### src/rtl/instr_fetch.sv
// Purpose    : instruction fetch unit; holds the PC, reads 32-bit words from
//              instruction memory and hands them to the core with a valid flag.
// Latency    : first INSTR_VALID 2 edges after RESET falls with a zero-wait memory,
//              +1 cycle per busywait cycle; unstalled throughput 1 instr / 2 cycles.
// Backpressure: STALL holds the delivered word indefinitely; BRANCH_EN overrides STALL.
//
// Ports:
//   CLK, RESET          clock, synchronous active-high reset
//   STALL               core not ready to take the presented instruction
//   BRANCH_EN/_TARGET   redirect request and address (bits [1:0] ignored)
//   PC, INSTRUCTION     presented instruction and its address
//   INSTR_VALID         PC/INSTRUCTION valid for the core
//   MEM_READ/MEM_ADDR   instruction memory read request and 4-aligned byte address
//   MEM_READDATA        read data, valid when MEM_BUSYWAIT=0 with MEM_READ=1
//   MEM_BUSYWAIT        memory not ready
module instr_fetch #(
  parameter int                  PC_WIDTH = 32,
  parameter logic [PC_WIDTH-1:0] RESET_PC = '0
) (
  input  logic                CLK,
  input  logic                RESET,
  input  logic                STALL,
  input  logic                BRANCH_EN,
  input  logic [PC_WIDTH-1:0] BRANCH_TARGET,
  output logic [PC_WIDTH-1:0] PC,
  output logic [31:0]         INSTRUCTION,
  output logic                INSTR_VALID,
  output logic                MEM_READ,
  output logic [PC_WIDTH-1:0] MEM_ADDR,
  input  logic [31:0]         MEM_READDATA,
  input  logic                MEM_BUSYWAIT
);

  typedef enum logic {FETCH = 1'b0, DELIVER = 1'b1} state_t;

  state_t              state_q, state_nxt;
  logic [PC_WIDTH-1:0] pc_q, pc_nxt;
  logic [31:0]         instr_q, instr_nxt;
  logic                valid_q, valid_nxt;
  logic                read_q, read_nxt;
  logic [PC_WIDTH-1:0] addr_q, addr_nxt;
  logic                redir_pend_q, redir_pend_nxt;
  logic [PC_WIDTH-1:0] redir_tgt_q, redir_tgt_nxt;

  logic [PC_WIDTH-1:0] tgt_aligned;
  logic [PC_WIDTH-1:0] pc_plus4;

  assign tgt_aligned = BRANCH_TARGET & ~PC_WIDTH'(3);
  assign pc_plus4    = pc_q + PC_WIDTH'(4);

  always_ff @(posedge CLK) begin
    if (RESET) begin
      state_q      <= FETCH;
      pc_q         <= RESET_PC;
      instr_q      <= 32'h0;
      valid_q      <= 1'b0;
      read_q       <= 1'b0;
      addr_q       <= RESET_PC;
      redir_pend_q <= 1'b0;
      redir_tgt_q  <= RESET_PC;
    end else begin
      state_q      <= state_nxt;
      pc_q         <= pc_nxt;
      instr_q      <= instr_nxt;
      valid_q      <= valid_nxt;
      read_q       <= read_nxt;
      addr_q       <= addr_nxt;
      redir_pend_q <= redir_pend_nxt;
      redir_tgt_q  <= redir_tgt_nxt;
    end
  end

  always_comb begin
    state_nxt      = state_q;
    pc_nxt         = pc_q;
    instr_nxt      = instr_q;
    valid_nxt      = valid_q;
    read_nxt       = read_q;
    addr_nxt       = addr_q;
    redir_pend_nxt = redir_pend_q;
    redir_tgt_nxt  = redir_tgt_q;

    case (state_q)
      FETCH: begin
        if (!read_q) begin
          // Request not yet raised (only right after reset): nothing is in
          // flight, so a redirect can retarget the request directly.
          read_nxt = 1'b1;
          if (BRANCH_EN) begin
            pc_nxt   = tgt_aligned;
            addr_nxt = tgt_aligned;
          end else begin
            addr_nxt = pc_q;
          end
        end else if (!MEM_BUSYWAIT) begin
          if (BRANCH_EN) begin
            // Newest redirect wins over a saved one; returned word is stale.
            pc_nxt         = tgt_aligned;
            addr_nxt       = tgt_aligned;
            redir_pend_nxt = 1'b0;
          end else if (redir_pend_q) begin
            pc_nxt         = redir_tgt_q;
            addr_nxt       = redir_tgt_q;
            redir_pend_nxt = 1'b0;
          end else begin
            instr_nxt = MEM_READDATA;
            valid_nxt = 1'b1;
            read_nxt  = 1'b0;
            state_nxt = DELIVER;
          end
        end else if (BRANCH_EN) begin
          // The memory must finish the current read, so remember the target
          // and retarget once the data returns.
          redir_pend_nxt = 1'b1;
          redir_tgt_nxt  = tgt_aligned;
        end
      end

      DELIVER: begin
        if (BRANCH_EN) begin
          pc_nxt    = tgt_aligned;
          addr_nxt  = tgt_aligned;
          valid_nxt = 1'b0;
          read_nxt  = 1'b1;
          state_nxt = FETCH;
        end else if (!STALL) begin
          // Next request is raised on the accept edge to keep 2 cycles/instr.
          pc_nxt    = pc_plus4;
          addr_nxt  = pc_plus4;
          valid_nxt = 1'b0;
          read_nxt  = 1'b1;
          state_nxt = FETCH;
        end
      end

      default: state_nxt = FETCH;
    endcase
  end

  assign PC          = pc_q;
  assign INSTRUCTION = instr_q;
  assign INSTR_VALID = valid_q;
  assign MEM_READ    = read_q;
  assign MEM_ADDR    = addr_q;

endmodule

### config.mk
export PLATFORM = sky130hd
export DESIGN_NAME = instr_fetch
export DESIGN_NICKNAME = d
export VERILOG_FILES = /design/src/rtl/instr_fetch.sv
export SDC_FILE = /design/constraint.sdc
export NUM_CORES = 1
export LEC_CHECK = 0
export ABC_AREA = 1
export CAP_MARGIN = 20
export CORE_MARGIN = 1
export CORE_UTILIZATION = 30
export CTS_CLUSTER_SIZE = 8
export DETAILED_ROUTE_END_ITERATION = 16
export GPL_TIMING_DRIVEN = 0
export HOLD_SLACK_MARGIN = 0.1
export PLACE_DENSITY = 0.57
export SLEW_MARGIN = 20
export SYNTH_ARGS = -nofsm -noshare
export SYNTH_HDL_FRONTEND = slang
export SYNTH_SLANG_ARGS = --single-unit
### constraint.sdc
create_clock -name CLK -period 1.8 [get_ports CLK]
set_clock_uncertainty 0.1 [all_clocks]
set_input_delay 0.45 -clock CLK [delete_from_list [all_inputs] [get_ports CLK]]
set_output_delay 0.45 -clock CLK [all_outputs]
set_load 0.02 [all_outputs]
---- After elaboration in Yosys (flattened, before gate mapping) ----
Index checks and enable logic that the tools add are counted.
operators by class
  $add $sub $neg .......................... 1
  multiply operators ...................... 0
  div/mod/pow operators ................... 0
  $lt $le $gt $ge ......................... 0
  equality and inequality tests ........... 9
  shift operators ......................... 0
  multiplexer cells ....................... 31
  bitwise logic cells ..................... 4
  reduce and logical (&&, ||, !) cells .... 5
operators with widths
  cell                                                    count
  2-to-1 mux 32 bit                                       7
  one-hot mux 32 bit (2 select lines)                     1
  adder 32 x 3 -> 32 bit (second input constant)          1
  2-to-1 mux 1 bit                                        20
  inequality test 2 bit (second input constant)           5
  AND reduction 5 bit                                     2
  AND reduction 4 bit                                     2
  inequality test 3 bit (second input constant)           2
  one-hot mux 1 bit (2 select lines)                      3
  inequality test 4 bit (second input constant)           1
  inverter 1 bit                                          4
  inequality test 3 x 1 -> 1 bit (second input constant)  1
  AND reduction 3 bit                                     1
word-level totals
  flip-flop bits (word level) ............. 98
  latch bits .............................. 0
  RAM bits ................................ 0
  ROM bits ................................ 0
  bits of input ports ..................... 69
  output and inout bits ................... 98
  memories ................................ 0

---- Longest topological paths before layout ----
  depth in word-level cells ............... 5
  gate-level depth with buffers ........... 11
  mapped depth without buffers ............ 10

---- Worst setup path before layout ----
OpenSTA, ideal clock, no wires.
  path type ............................... register to register
  start point ............................. register MEM_ADDR[3] (netlist name)
  end point ............................... register addr_q[18] (netlist: MEM_ADDR[18])
  data arrival time ....................... 1.532 ns
  required time ........................... 1.578 ns
  setup slack ............................. 0.047 ns
  stages on the path, launching flop included .. 10
  path buffers ............................ 1
  clock period less this slack ............ 1.753 ns
  cells stage by stage .................... dfxtp_1 > ha_1 > nand2_1 > nor2_2 > nand2_1 > buf_2 > o21ai_0 > nand2_1 > o21ai_0 > a21oi_1
RTL lines
  item                    line  text
  end signal: assignment  67    addr_q <= addr_nxt;
  end: declaration        41    logic [PC_WIDTH-1:0] addr_q, addr_nxt;

==> reports/metrics.sh <==
RUN_STATUS='completed'
ENDPOINT_KIND='output pin'
YS_WARN_COUNT=0
DESIGN.CORE.AREA_UM2=17200
FIN_AREA_UM2=7510
POST_DRT_VIA_CELL_RATIO=4.80
CLKTRANSATPATHREGS_PS=80
DP.FINAL_HPWL_MM=13.0
FINAL_CORE_UTIL_PCT=43.7
IO_PINS=167
MAX_CAP_VIOLATIONS=0
WORST_PIN_SLEW_PS=660
CP_REQUIRED_PS=1250
CTS_HOLD_REPAIR.BUFFERS=0
GRTUSAGETOTAL_PCT=19.8
VIA_COUNT_OF_THE_FIRST_GLOBAL_ROUTING_PASS=5360
SYNTHESIZED_FLOP_AND_LATCH_TOTAL=96
CRITICAL_PATH.STARTPOINT_TYPE='flop'
DIE_H_UM=134
CTS_TREE='yes'
CP.ARRIVAL_PS=1200
POST_ROUTE_CELLS_DRIVE_ABOVE_1_SHARE_PCT=15.2
DRT_FIRST_PASS_ITERS=5
SYNTH-COMPOUND-AREA-SHARE_PCT=22.6
POSTROUTEANTENNANETS=0
LARGEST_NET_DEGREE_AT_THE_START_OF_GLOBAL_ROUTING=20
CLK_LATENCY_PS=360
PEAKVDDDROP_mV=0.418
SYNTH_TOP_FAMILY_BY_AREA='simple AND/OR/NAND/NOR gates'
DESIGN.FINAL.NETS=1050
LAYOUT.CELLS.MOST_COMMON='sky130_fd_sc_hd__nor2_1'
LAYOUT-AREA-OVERHEAD-VS-SYNTH_PCT=42.9
CTS.ROOT.BUFFER_CELL='sky130_fd_sc_hd__clkbuf_16'
FIRST_PASS_GRT_WIRE_LENGTH_MM=27.8
MAX_STAGE_DELAY_PS=410
SYNTH-ADDER-AREA-SHARE_PCT=0.238
CLOCK_TREE.BUFFER_DEPTH=2
FINALHOLDVIOLATIONS=0
TRITONCTS.NUM_BUFFERS=9
CRIT_PATH_MAX_FANOUT=7
POST_DP_CELL_AREA_UM2=7140
ROUTE.VIAS.TOTAL=5816
PERIOD_SHARE_PCT=97.5
DETAIL_ROUTE.ITER0.VIOLATIONS=500
SYN-MEAN-INSTANCE-AREA_UM2=6.52
CTS_NUM_SINKS=96
INITIAL_CORE_UTILIZATION_PCT=30.6
NETLIST_INSTANCES=806
YOSYS-MUX-AREA-FRACTION_PCT=0
TIMING_MAX_TRANSITION_VIOLATIONS_FINAL=0
POST_SYNTH_XOR_AREA_FRACTION_PCT=0.333
BASIC_GATE_SHARE_OF_THE_SYNTHESIZED_AREA_COUNTING_AND_OR_NAND_AND_NOR_CELLS_PCT=26.6
HOLD_WC_PATH_TYPE='reg -> reg'
POWER_LEAKAGE_uW=0.00322
TIMING.CRITICAL_PATH.SLOWEST_STAGE_CELL='sky130_fd_sc_hd__dfxtp_2'
GLOBALROUTE.TOTALOVERFLOW=0
NUM-FILL-CELLS=1884
SYNTH.LIB_CELLS_USED.DISTINCT=28
WEIGHTED_CONGESTION_REPORTED_AT_THE_END_OF_ROUTABILITY_DRIVEN_PLACEMENT=0.874
REPORT.FINAL.SETUP_VIOL=0
CTS.HTREE.LEVELS=3
BUFFER_PORTS.INSERTED=159
CRITPATHKIND='reg -> out'
DRT_WIRELENGTH_MM=17.7
POST_LAYOUT_NONFILLER_INSTANCES=1211
FP.DIEAREA_UM2=18100
SYNTH_SEQUENTIAL_AREA_RATIO_PCT=36.6
NETLIST_AREA_UM2=5260
ROUTEDWLPERCELL_UM=14.6
DRCVIOLATIONCOUNT=0
TIMING.CRITICAL_PATH.CELLS='buf_4 -> dlygate4sd2_1'
MAX_FREQ_MHz=570
P_PER_AREA_nW_PER_UM2=776
FINAL_CELL_MIX='sky130_fd_sc_hd__nor2_1 (163), sky130_fd_sc_hd__nand2_1 (120), sky130_fd_sc_hd__o21ai_0 (96)'
PLACED_CELLS_INCL_TAPS=1193
ROWS=48
RSZ0062_AT_GRT='true'
GRT_ANTENNA_BEFORE_REPAIR=1
POST-ROUTE-MIN-PERIOD_PS=1750
CHIP_WIDTH_UM=134
MAX-SLEW-MARGIN-REL_PCT=56.0
==> cell usage after synthesis <==
master | count | share of area (%)
sky130_fd_sc_hd__nand2_1 | 125 | 8.9
sky130_fd_sc_hd__xor2_1 | 2 | 0.33
sky130_fd_sc_hd__clkbuf_1 | 24 | 1.7
sky130_fd_sc_hd__buf_1 | 3 | 0.21
sky130_fd_sc_hd__o21ai_1 | 4 | 0.38
sky130_fd_sc_hd__nand2_2 | 1 | 0.12
sky130_fd_sc_hd__nor3_1 | 7 | 0.67
sky130_fd_sc_hd__buf_4 | 38 | 5.4
sky130_fd_sc_hd__nand3_1 | 35 | 3.3
sky130_fd_sc_hd__buf_6 | 1 | 0.21
sky130_fd_sc_hd__a31oi_1 | 9 | 1.1
sky130_fd_sc_hd__nand3_2 | 1 | 0.19
sky130_fd_sc_hd__nor2_4 | 2 | 0.43
sky130_fd_sc_hd__inv_2 | 6 | 0.43
sky130_fd_sc_hd__conb_1 | 1 | 0.071
sky130_fd_sc_hd__o211ai_1 | 9 | 1.3
sky130_fd_sc_hd__nand3_4 | 1 | 0.33
sky130_fd_sc_hd__a221oi_1 | 21 | 3.5
sky130_fd_sc_hd__inv_1 | 55 | 3.9
sky130_fd_sc_hd__buf_2 | 16 | 1.5
sky130_fd_sc_hd__nor2_2 | 2 | 0.24
sky130_fd_sc_hd__dfxtp_1 | 96 | 37
sky130_fd_sc_hd__nor2_1 | 172 | 12
sky130_fd_sc_hd__clkbuf_2 | 1 | 0.095
sky130_fd_sc_hd__and2_1 | 1 | 0.12
sky130_fd_sc_hd__o21ai_0 | 108 | 10
sky130_fd_sc_hd__ha_1 | 1 | 0.24
sky130_fd_sc_hd__a21oi_1 | 64 | 6.1
==> report_power, final <==
part           total, uW  internal [uW]  switching [uW]
Combinational       1390            608             777
Clock               1990            987            1000
Sequential          2450           2280             166
Total               5820           3880            1940
==> layout make-up <==
type / instances / area [um2] / area share (%)
Inverter: 61 / 229 / 3.05
Sequential cell: 96 / 1970 / 26.2
Buffer: 83 / 523 / 6.96
Antenna cell: 1 / 2.50 / 0.0333
Clock inverter: 7 / 68.8 / 0.916
Tap cell: 225 / 282 / 3.75
Clock buffer: 9 / 225 / 3.00
Multi-Input combinational cell: 569 / 2730 / 36.3
Timing Repair Buffer: 160 / 1490 / 19.8
==> what timing repair did <==
action,in CTS,in global routing
pin swaps,0,2
buffers inserted,0,1
setup endpoints to repair,149,95
hold endpoints to repair,0,0
resized for setup,142,65
==> metal layers <==
metal / routed length [um] / global-route usage, % / up-vias
met2: 7830 / 31.0 / 215
met1: 8200 / 26.7 / 2610
met3: 1370 / 4.72 / 19
met4: 267 / 6.30 / 0
met5: 0 / 0 / -
li1: - / - / 2972
==> state kept, by name (all words and copies together), names as in the netlist <==
register	flops
MEM_ADDR	30
state_q	1
INSTRUCTION	32
redir_tgt_q	30
MEM_READ	1
redir_pend_q	1
INSTR_VALID	1
==> metrics by stage <==
stage / setup TNS (ps) / hold slack, ps / power, uW / setup WS [ps]
floorplan: 0 / 340 / 3270 / 46.9
global placement: -38750 / 351 / 3960 / -636
detailed placement: -39890 / 355 / 3970 / -627
CTS: 0 / 366 / 5830 / 10.0
global route: -25.8 / 383 / 6090 / -20.8
finish: 0 / 364 / 5820 / 45.3
==> worst max-delay path: cells and delay by family, from the launching register on <==
family	cells	cell delay, ps
flops	1	410
buf+inv	2	440
==> logic make-up after synthesis <==
group           count (synthesis)
other cells                     1
flops                          96
fa+ha+maj                       1
xor+xnor                        2
compound gates                215
simple gates                  347
buf+inv                       144
==> worst paths after layout <==
check / startpoint / endpoint / slack, ps / cells after the start
max: MEM_ADDR[13] / PC[13] / 50 / 2
min: redir_tgt_q[4] / redir_tgt_q[4] / 360 / 2
max reg2reg: MEM_ADDR[2] / MEM_ADDR[23] / 100 / 9
min reg2reg: redir_tgt_q[4] / redir_tgt_q[4] / 360 / 2
Power figures use the tool's default switching activity.
